==> config.mk <==
export PLATFORM = sky130hd
export DESIGN_NAME = regfile_wb_arbiter_flat
export DESIGN_NICKNAME = d
export VERILOG_FILES = /design/src/rtl/regfile_wb_arbiter_pkg.sv /design/src/rtl/regfile_wb_arbiter_if.sv /design/src/rtl/regfile_wb_arbiter_rr_arb2.sv /design/src/rtl/regfile_wb_arbiter.sv /design/src/flat_wrapper.sv
export SDC_FILE = /design/constraint.sdc
export NUM_CORES = 1
export LEC_CHECK = 0
export BUFFER_PORTS_ARGS = -buffer_cell sky130_fd_sc_hd__buf_2
export CORE_MARGIN = 2
export CORE_UTILIZATION = 40
export DETAILED_ROUTE_END_ITERATION = 10
export PLACE_DENSITY = 0.71
export SETUP_SLACK_MARGIN = 0.4
export SKIP_LAST_GASP = 1
export SLEW_MARGIN = 20
export SYNTH_ARGS = -nofsm -noshare
export SYNTH_HDL_FRONTEND = slang
export SYNTH_SLANG_ARGS = --single-unit
==> constraint.sdc <==
create_clock -name clk -period 4.8 [get_ports clk]
set_clock_uncertainty 0.05 [all_clocks]
set_input_delay 0.96 -clock clk [delete_from_list [all_inputs] [get_ports clk]]
set_output_delay 0.96 -clock clk [all_outputs]
set_load 0.05 [all_outputs]
==> src/rtl/regfile_wb_arbiter_pkg.sv <==
// Shared constants and the writeback request record for the regfile write-port arbiter.
package regfile_pkg;

    localparam int REGF_ADDR_W = 6;
    localparam int REGF_DATA_W = 32;
    localparam int REGF_CNT_W  = 16;

    localparam int REQ_ALU = 0;
    localparam int REQ_MEM = 1;
    localparam int NUM_REQ = 2;

    typedef struct packed {
        logic                   valid;
        logic [REGF_ADDR_W-1:0] rd;
        logic [REGF_DATA_W-1:0] data;
    } wb_req_t;

    // True when a pending write to idx would be visible to a read of rs.
    function automatic logic raw_hit(input logic vld,
                                     input logic [REGF_ADDR_W-1:0] idx,
                                     input logic [REGF_ADDR_W-1:0] rs);
        return vld && (idx == rs);
    endfunction

endpackage

==> src/rtl/regfile_wb_arbiter_if.sv <==
// Writeback sources, decode read indices and regfile write port as seen by the arbiter.
interface regfile_wb_arbiter_if
    import regfile_pkg::*;
#(
    parameter int ADDR_W = REGF_ADDR_W,
    parameter int DATA_W = REGF_DATA_W,
    parameter int CNT_W  = REGF_CNT_W
);
    logic              alu_valid;
    logic              alu_ready;
    logic [ADDR_W-1:0] alu_rd;
    logic [DATA_W-1:0] alu_data;
    logic              mem_valid;
    logic              mem_ready;
    logic [ADDR_W-1:0] mem_rd;
    logic [DATA_W-1:0] mem_data;
    logic [ADDR_W-1:0] rs1;
    logic [ADDR_W-1:0] rs2;
    logic              stall;
    logic              wrt;
    logic [ADDR_W-1:0] rd;
    logic [DATA_W-1:0] dataIn;
    logic [CNT_W-1:0]  coll_cnt;

    modport master (
        output alu_valid, alu_rd, alu_data,
        output mem_valid, mem_rd, mem_data,
        output rs1, rs2,
        input  alu_ready, mem_ready, stall, wrt, rd, dataIn, coll_cnt
    );

    modport slave (
        input  alu_valid, alu_rd, alu_data,
        input  mem_valid, mem_rd, mem_data,
        input  rs1, rs2,
        output alu_ready, mem_ready, stall, wrt, rd, dataIn, coll_cnt
    );
endinterface

==> src/rtl/regfile_wb_arbiter_rr_arb2.sv <==
// Two-way round-robin arbiter; the pointer names the requester that wins a tie.
module rr_arb2
    import regfile_pkg::*;
(
    input  logic       clk,
    input  logic       rst,
    input  logic [1:0] req,
    output logic [1:0] gnt
);
    logic r_ptr;

    always_comb begin
        gnt = 2'b00;
        if (!rst) begin
            if (req == 2'b11)
                gnt = r_ptr ? 2'b10 : 2'b01;
            else
                gnt = req;
        end
    end

    // Pointer always moves away from whoever was just granted.
    always_ff @(posedge clk) begin
        if (rst)
            r_ptr <= 1'b0;
        else if (gnt[REQ_ALU])
            r_ptr <= 1'b1;
        else if (gnt[REQ_MEM])
            r_ptr <= 1'b0;
    end
endmodule

==> src/rtl/regfile_wb_arbiter.sv <==
// Arbitrates ALU and load writebacks onto the single regfile write port, flags RAW stalls.
module regfile_wb_arbiter
    import regfile_pkg::*;
#(
    parameter int ADDR_W = REGF_ADDR_W,
    parameter int DATA_W = REGF_DATA_W,
    parameter int CNT_W  = REGF_CNT_W
)(
    input  logic                 clk,
    input  logic                 rst,
    regfile_wb_arbiter_if.slave  s_if
);
    wb_req_t                 w_req [NUM_REQ];
    logic [NUM_REQ-1:0]      w_req_vld;
    logic [NUM_REQ-1:0]      w_gnt;
    logic                    w_rs1_hit;
    logic                    w_rs2_hit;
    logic                    w_both;

    logic                    r_wrt;
    logic [ADDR_W-1:0]       r_rd;
    logic [DATA_W-1:0]       r_data;
    logic [CNT_W-1:0]        r_coll_cnt;

    always_comb begin
        w_req[REQ_ALU] = '{valid: s_if.alu_valid, rd: s_if.alu_rd, data: s_if.alu_data};
        w_req[REQ_MEM] = '{valid: s_if.mem_valid, rd: s_if.mem_rd, data: s_if.mem_data};
        for (int i = 0; i < NUM_REQ; i++)
            w_req_vld[i] = w_req[i].valid;
    end

    rr_arb2 u_arb (
        .clk (clk),
        .rst (rst),
        .req (w_req_vld),
        .gnt (w_gnt)
    );

    assign s_if.alu_ready = w_gnt[REQ_ALU];
    assign s_if.mem_ready = w_gnt[REQ_MEM];

    // rd/dataIn hold their last value when idle; only wrt qualifies them.
    always_ff @(posedge clk) begin
        if (rst) begin
            r_wrt  <= 1'b0;
            r_rd   <= '0;
            r_data <= '0;
        end else begin
            r_wrt <= |w_gnt;
            if (w_gnt[REQ_MEM]) begin
                r_rd   <= w_req[REQ_MEM].rd;
                r_data <= w_req[REQ_MEM].data;
            end else if (w_gnt[REQ_ALU]) begin
                r_rd   <= w_req[REQ_ALU].rd;
                r_data <= w_req[REQ_ALU].data;
            end
        end
    end

    // The regfile reads before it writes on an edge, so the registered write also hazards.
    always_comb begin
        w_rs1_hit = raw_hit(r_wrt, r_rd, s_if.rs1)
                  | raw_hit(w_req[REQ_ALU].valid, w_req[REQ_ALU].rd, s_if.rs1)
                  | raw_hit(w_req[REQ_MEM].valid, w_req[REQ_MEM].rd, s_if.rs1);
        w_rs2_hit = raw_hit(r_wrt, r_rd, s_if.rs2)
                  | raw_hit(w_req[REQ_ALU].valid, w_req[REQ_ALU].rd, s_if.rs2)
                  | raw_hit(w_req[REQ_MEM].valid, w_req[REQ_MEM].rd, s_if.rs2);
    end

    assign w_both = &w_req_vld;

    always_ff @(posedge clk) begin
        if (rst)
            r_coll_cnt <= '0;
        else if (w_both && (r_coll_cnt != {CNT_W{1'b1}}))
            r_coll_cnt <= r_coll_cnt + 1'b1;
    end

    assign s_if.stall    = w_rs1_hit | w_rs2_hit;
    assign s_if.wrt      = r_wrt;
    assign s_if.rd       = r_rd;
    assign s_if.dataIn   = r_data;
    assign s_if.coll_cnt = r_coll_cnt;
endmodule

==> src/flat_wrapper.sv <==
// flat-port wrapper written by rule: the top's interface ports become plain ports
module regfile_wb_arbiter_flat import regfile_pkg::*;
#(
    parameter int ADDR_W = REGF_ADDR_W,
    parameter int DATA_W = REGF_DATA_W,
    parameter int CNT_W  = REGF_CNT_W
)
  (clk, rst, s_if_alu_valid, s_if_alu_rd, s_if_alu_data, s_if_mem_valid, s_if_mem_rd, s_if_mem_data, s_if_rs1, s_if_rs2, s_if_alu_ready, s_if_mem_ready, s_if_stall, s_if_wrt, s_if_rd, s_if_dataIn, s_if_coll_cnt);
  regfile_wb_arbiter_if #(.ADDR_W(ADDR_W), .DATA_W(DATA_W), .CNT_W(CNT_W)) s_if_i ();
  input  logic clk;
  input  logic rst;
  input wire logic [$bits(s_if_i.alu_valid)-1:0] s_if_alu_valid;
  input wire logic [$bits(s_if_i.alu_rd)-1:0] s_if_alu_rd;
  input wire logic [$bits(s_if_i.alu_data)-1:0] s_if_alu_data;
  input wire logic [$bits(s_if_i.mem_valid)-1:0] s_if_mem_valid;
  input wire logic [$bits(s_if_i.mem_rd)-1:0] s_if_mem_rd;
  input wire logic [$bits(s_if_i.mem_data)-1:0] s_if_mem_data;
  input wire logic [$bits(s_if_i.rs1)-1:0] s_if_rs1;
  input wire logic [$bits(s_if_i.rs2)-1:0] s_if_rs2;
  output wire logic [$bits(s_if_i.alu_ready)-1:0] s_if_alu_ready;
  output wire logic [$bits(s_if_i.mem_ready)-1:0] s_if_mem_ready;
  output wire logic [$bits(s_if_i.stall)-1:0] s_if_stall;
  output wire logic [$bits(s_if_i.wrt)-1:0] s_if_wrt;
  output wire logic [$bits(s_if_i.rd)-1:0] s_if_rd;
  output wire logic [$bits(s_if_i.dataIn)-1:0] s_if_dataIn;
  output wire logic [$bits(s_if_i.coll_cnt)-1:0] s_if_coll_cnt;
  assign s_if_i.alu_valid = s_if_alu_valid;
  assign s_if_i.alu_rd = s_if_alu_rd;
  assign s_if_i.alu_data = s_if_alu_data;
  assign s_if_i.mem_valid = s_if_mem_valid;
  assign s_if_i.mem_rd = s_if_mem_rd;
  assign s_if_i.mem_data = s_if_mem_data;
  assign s_if_i.rs1 = s_if_rs1;
  assign s_if_i.rs2 = s_if_rs2;
  assign s_if_alu_ready = s_if_i.alu_ready;
  assign s_if_mem_ready = s_if_i.mem_ready;
  assign s_if_stall = s_if_i.stall;
  assign s_if_wrt = s_if_i.wrt;
  assign s_if_rd = s_if_i.rd;
  assign s_if_dataIn = s_if_i.dataIn;
  assign s_if_coll_cnt = s_if_i.coll_cnt;
  regfile_wb_arbiter #(.ADDR_W(ADDR_W), .DATA_W(DATA_W), .CNT_W(CNT_W)) u_core (.clk(clk), .rst(rst), .s_if(s_if_i));
endmodule
==> summary.md, run 1 <==
| Metric | Value |
|---|---|
| Outcome | `completed` |
| Power per cell area | `275 mW/mm^2` |
| Core area | `around 0.0073 mm^2` |
| DR DRC count | `0` |
| Clock buffer depth | `2` |
| Worst skew pair latency | `approximately 300 ps` |
| Crit path DAT | `about 2100 ps` |
| Post-Layout Cell Count | `around 570` |
| Pwr Total | `1.08 mW` |
| Max-slew violation count | `0` |
| Critical Path Fanout Max | `3` |
| Crit path kind | `in -> out` |
| Crit path top cell by count | `buf_2` |
| Nets | `around 570` |
| Number of max-cap violations | `0` |
| Grt total ovfl | `0` |
| Avg Vias per Cell | `5.20` |
| Layout cells sized above 1 | `0.366` |
| Rows | `31` |
| Worst path max stage delay | `about 400 ps` |
| IO Pins | `150` |
| CTS clk-pin slew, worst paths | `90 ps` |
| PortBufs | `roughly 150` |
| RSZ-0062 raised after global routing | `no` |
| CP max-delay cell | `a2111o_1` |
| Final setup vio count | `0` |
| Cell total after placement | `roughly 560` |
| Initial Util | `0.413` |
| Post-synth top flop | `dfxtp_1` |
| Placed cell areas | `between 0.003 and 0.004 mm^2` |
| Crit-path cells | `buf_2 -> xnor2_1 -> nand4_1 -> o22ai_1 -> a2111o_1 -> buf_2` |
| Post-CTS Setup Bufs | `0` |
| TritonCTS Buffers | `5` |
| Post-Syn Area | `0.00301 mm^2` |
| Mean area per synthesized cell | `9.08 um^2` |
| CTS tree | `done` |
| Seq/Total Area, Yosys | `0.372` |
| Post-synth EDFFs | `0` |
| DP Wirelength | `around 6200 um` |
| CTS H-tree lvls | `2` |
| #FFs+latches synth | `56` |
| Fin. Hold Viols | `0` |
| VDD IR max | `approximately 0.00013 V` |
| Critical path buffers and inverters | `2` |
| Fin area | `about 0.0039 mm^2` |
| Synth Net Count | `between 400 and 500` |
| DRT Wirelength | `8080 um` |
| Gp weighted congestion | `0.881` |
| Clock Sinks | `56` |
| Initial antenna violation count | `0` |
| Synth async-reset ratio | `0` |
| Crit. End Element | `output pin` |
| Via count | `roughly 3k` |
| Syn Inst Count | `332` |
| Reg2reg path depth | `5` |
| Synth unique cells | `43` |
| Max Freq | `about 330 MHz` |
| Number of global-route vias before repair | `around 2.8k` |
| Hold buffer count at CTS | `0` |
| Rel. slew slack | `0.514` |
| Minimum clock period | `3060 ps` |
| Area growth syn-to-layout | `30.0%` |
| DR iter-0 viols | `51` |
| WHS | `approximately 450 ps` |
| GRT Resource Usage Total | `0.189` |
| Final period util | `0.638` |
| First-pass GRT wire length | `12,900 um` |
| Worst Tran Pin Value | `between 700 and 800 ps` |
| DR WL/cell | `about 14 um` |
| TNS Setup | `0 ps` |
| Post-cts resize count | `0` |
| Pin count of the biggest net entering global routing | `between 50 and 60` |
| Die W | `just over 90 um` |
| CP Depth | `6` |
| N_diodes | `0` |
| Most frequent cells in the layout | `149 x buf_2, 56 x dfxtp_1, 46 x nor2_1` |
| Yosys warns | `0` |
| Commonest non-fill, non-tap cell in the layout | `buf_2` |
| Die Area | `roughly 0.008 mm^2` |
| Worst path top cell family by delay | `compound AO/OA/AOI/OAI gates` |
| Worst Hold Class | `reg -> reg` |
| Leak pwr | `~1.9 nW` |
| Worst EP required | `between 3000 and 4000 ps` |
| Post-route ant nets | `0` |
| DRT Pass-1 Iters | `4` |
| WHS Path Cells | `2` |
| Root Buffer | `clkbuf_8` |
| Die Span Y | `between 90 and 100 um` |
| Element type at the critical path start | `input port` |
[layer usage]
| layer | up-vias | global-route usage | share of wire |
|---|---|---|---|
| met4 | 0 | 0.0568 | 0.012 |
| met1 | 1352 | 0.219 | 0.41 |
| met2 | 115 | 0.341 | 0.50 |
| met5 | - | 0 | 0 |
| li1 | 1495 | - | - |
| met3 | 10 | 0.0492 | 0.073 |
[cells by family after synthesis]
family                     Yosys count  share of synthesized area
AOI/OAI and AO/OA                   66                      0.157
buffers and inverters               23                     0.0378
and+or+nand+nor                    106                      0.176
adders and majority gates            1                    0.00415
xor gates and xnor gates            36                      0.105
DFF                                 56                      0.372
muxes                               44                      0.148
[tightest hold or removal path, delay by kind of cell, from the launching register on]
| kind | cells | cell delay (ps) |
|---|---|---|
| AO/OA/AOI/OAI | 1 | 60 |
| AND/OR/NAND/NOR | 1 | 70 |
| flip-flops | 1 | 330 |
[report_power, final]
group | leakage [nW] | switching (mW) | internal (mW)
combinational | 1.40 | 0.197 | 0.104
clock | 0.0445 | 0.148 | 0.118
sequential | 0.461 | 0.0193 | 0.492
[sequential cells by signal (all words and copies together), names as in the netlist]
name                  cells
u_core.s_if.coll_cnt     16
u_core.s_if.dataIn       32
u_core.s_if.rd            6
u_core.s_if.wrt           1
u_core.u_arb.r_ptr        1
[worst paths after layout]
| path | from | to | slack (ps) |
|---|---|---|---|
| worst max-delay path | s_if_rs1[0] | s_if_stall | 1740 |
| worst min-delay path | u_core.u_arb.r_ptr | u_core.u_arb.r_ptr | 450 |
| worst max register to register | u_core.s_if.coll_cnt[1] | u_core.s_if.coll_cnt[0] | 2870 |
| worst min register to register | u_core.u_arb.r_ptr | u_core.u_arb.r_ptr | 450 |
[synthesized netlist by cell type, drive strengths merged, types with 3 or more instances]
master   n  area share
nor4     4      0.0083
mux2     5       0.019
clkbuf  11       0.017
nand2b   3      0.0062
nand4   11       0.025
or4      4       0.010
o31ai    4       0.010
mux2i   39        0.13
a211oi  40        0.10
a21oi    9       0.015
nor2    47       0.059
xnor2   30       0.087
xor2     6       0.017
inv      3      0.0037
nand3   11       0.020
buf      9       0.017
nand2   11       0.014
nor2b    5       0.010
dfxtp   56        0.37
[metrics by stage]
| step | util | setup WS, ps |
|---|---|---|
| final | 0.537 | 1740 |
| after global routing | 0.537 | 1690 |
| after floorplan | - | 1870 |
| after global placement | 0.524 | 1780 |
| after detailed placement | 0.524 | 1750 |
| after CTS | 0.537 | 1740 |
[area by class of cell]
type	instances	area, um^2
Multi-Input combinational cell	253	1790
Sequential cell	56	1120
Tap cell	99	124
Inverter	3	11.3
Timing Repair Buffer	153	776
Fill cell	732	3370
Clock buffer	7	86.3
Clock inverter	1	7.51
(Power assumes the default switching activity.)
==> inputs of run 2 (changes only) <==
--- a/config.mk
+++ b/config.mk
@@ -9,7 +9,7 @@
 export CORE_MARGIN = 2
 export CORE_UTILIZATION = 40
 export DETAILED_ROUTE_END_ITERATION = 10
-export PLACE_DENSITY = 0.71
+export PLACE_DENSITY = 0.74
 export SETUP_SLACK_MARGIN = 0.4
 export SKIP_LAST_GASP = 1
 export SLEW_MARGIN = 20
==> constraint.sdc (replaced) <==
create_clock -name clk -period 2.8 [get_ports clk]
set_clock_uncertainty 0.05 [all_clocks]
set_input_delay 0.56 -clock clk [delete_from_list [all_inputs] [get_ports clk]]
set_output_delay 0.56 -clock clk [all_outputs]
set_load 0.05 [all_outputs]
==> run 2 against run 1 <==
Compared with the run above:
- power is 77% higher
- final area is 0.67% higher
- first-iteration DRC count is 3.9% higher
- via count is 0.27% lower
- global-route usage is 0.23 points higher
- count of clock-buffer cells in the layout is 1 lower
- sequential share of layout area is 0.19 points lower
- sequential power is 71% higher
- utilization is 0.36 points higher
- critical endpoint unchanged
- die area stayed put
==> summary.md, run 2 (synthesized netlist as in run 1, its figures left out) <==
| Metric | Value |
|---|---|
| Initial antenna violation count | `0` |
| Final period util | `0.803` |
| Nets | `~570` |
| Worst Tran Pin Value | `between 700 and 800 ps` |
| R2R Path End | `u_core.s_if.coll_cnt[15]` |
| CTS tree | `done` |
| Pwr Total | `~1.9 mW` |
| DP Wirelength | `~6000 um` |
| Critical path buffers and inverters | `1` |
| Max FFs per register | `32` |
| Hold buffer count at CTS | `0` |
| WHS | `448 ps` |
| Minimum clock period | `roughly 2200 ps` |
| Crit. End Element | `output pin` |
| Reg2reg path depth | `4` |
| Worst Hold Class | `reg -> reg` |
| Commonest non-fill, non-tap cell in the layout | `buf_2` |
| Avg Vias per Cell | `approximately 5.2` |
| Post-CTS Setup Bufs | `0` |
| Root Buffer | `clkbuf_8` |
| Rel. slew slack | `0.489` |
| Critical Path Fanout Max | `4` |
| RSZ-0062 raised after global routing | `no` |
| R2R Path Start | `u_core.s_if.coll_cnt[7]` |
| TNS Setup | `0 ps` |
| VDD IR max | `roughly 0.00023 V` |
| CTS clk-pin slew, worst paths | `100 ps` |
| Initial Util | `0.413` |
| Number of max-cap violations | `0` |
| Die Area | `just over 0.008 mm^2` |
| DRT Pass-1 Iters | `4` |
| DRT Wirelength | `between 7000 and 8000 um` |
| Worst path max stage delay | `approximately 440 ps` |
| CTS H-tree lvls | `2` |
| Worst skew pair latency | `~300 ps` |
| Final setup vio count | `0` |
| Worst EP required | `about 2200 ps` |
| Number of global-route vias before repair | `about 3k` |
| Core area | `approximately 0.0073 mm^2` |
| TritonCTS Buffers | `5` |
| Worst path top cell family by delay | `flip-flops` |
| Placed cell areas | `~0.0038 mm^2` |
| R2R setup slack | `between 800 and 900 ps` |
| Crit path DAT | `1640 ps` |
| Clock buffer depth | `2` |
| Post-cts resize count | `0` |
| CP max-delay cell | `dfxtp_1` |
| Post-Layout Cell Count | `572` |
| Fin area | `0.00394 mm^2` |
| Area growth syn-to-layout | `30.8%` |
| PortBufs | `about 150` |
| Layout cells sized above 1 | `0.366` |
| IO Pins | `150` |
| Outcome | `completed` |
| GRT Resource Usage Total | `0.191` |
| Die Span Y | `approximately 91 um` |
| Gp weighted congestion | `approximately 0.85` |
| Critical path endpoint | `s_if_stall` |
| N_diodes | `0` |
| DR iter-0 viols | `53` |
| CP Depth | `5` |
| Power per cell area | `485 mW/mm^2` |
| Leak pwr | `1.93 nW` |
| Grt total ovfl | `0` |
| Via count | `just under 3k` |
| Cell total after placement | `around 560` |
| Die W | `roughly 90 um` |
| Crit path kind | `reg -> out` |
| Element type at the critical path start | `flop` |
| Pin count of the biggest net entering global routing | `between 50 and 60` |
| Max Freq | `approximately 440 MHz` |
| Crit-path cells | `xnor2_1 -> nand4_1 -> nor4_1 -> a2111o_1 -> buf_2` |
| Max-slew violation count | `0` |
| Rows | `31` |
| Clock Sinks | `56` |
| Post-route ant nets | `0` |
| First-pass GRT wire length | `between 10,000 and 15,000 um` |
| Most frequent cells in the layout | `149 x buf_2, 56 x dfxtp_1, 46 x nor2_1` |
| Worst Setup SP | `u_core.s_if.rd[3]` |
| Fin. Hold Viols | `0` |
| DR WL/cell | `~14 um` |
| DR DRC count | `0` |
run 2: changes by cell type in the layout (fill, tap and decap cells not counted), sizes merged:
cell	previous run	this run
clkinvlp	1	0
bufinv	0	1
clkinv	0	1
clkbuf	7	6
run 2: through the flow:
| step | util | worst slack [ps] |
|---|---|---|
| after global routing | 0.541 | 470 |
| after floorplan | - | 622 |
| after detailed placement | 0.526 | 573 |
| after CTS | 0.541 | 519 |
| final | 0.541 | 552 |
| after global placement | 0.526 | 575 |
run 2: power breakdown:
group / total, mW / leakage [nW] / switching, mW / internal [mW]
Clock: 0.519 / 0.0552 / 0.253 / 0.266
Sequential: 0.876 / 0.461 / 0.0329 / 0.843
Combinational: 0.516 / 1.41 / 0.336 / 0.180
Total: 1.91 / 1.93 / 0.622 / 1.29
run 2: cell type report:
cell class / instances / area, um^2
Multi-Input combinational cell: 253 / 1790
Tap cell: 99 / 124
Fill cell: 727 / 3350
Timing Repair Buffer: 153 / 788
Inverter: 3 / 11.3
Clock buffer: 6 / 72.6
Clock inverter: 2 / 35.0
Sequential cell: 56 / 1120
run 2: worst min-delay path by stage:
stage	startpoint	to	slack, ps	depth (start not counted)
floorplan	u_core.u_arb.r_ptr	u_core.u_arb.r_ptr	410	2
global placement	u_core.u_arb.r_ptr	u_core.u_arb.r_ptr	410	2
detailed placement	u_core.u_arb.r_ptr	u_core.u_arb.r_ptr	440	2
CTS	u_core.u_arb.r_ptr	u_core.u_arb.r_ptr	450	2
global route	u_core.s_if.dataIn[8]	u_core.s_if.dataIn[8]	470	2
finish	u_core.s_if.dataIn[28]	u_core.s_if.dataIn[28]	450	2
run 2: routing by layer:
layer,vias to the layer above,part of all wire,GRT usage
li1,1496,-,-
met1,1351,0.41,0.219
met2,109,0.50,0.341
met3,8,0.075,0.0593
met4,0,0.016,0.0568
met5,-,0,0
run 2: worst min-delay path, delay by kind of cell, from the launching register on:
kind | cells | cell delay [ps]
AOI/OAI and AO/OA | 1 | 50
DFF | 1 | 320
and+or+nand+nor | 1 | 90
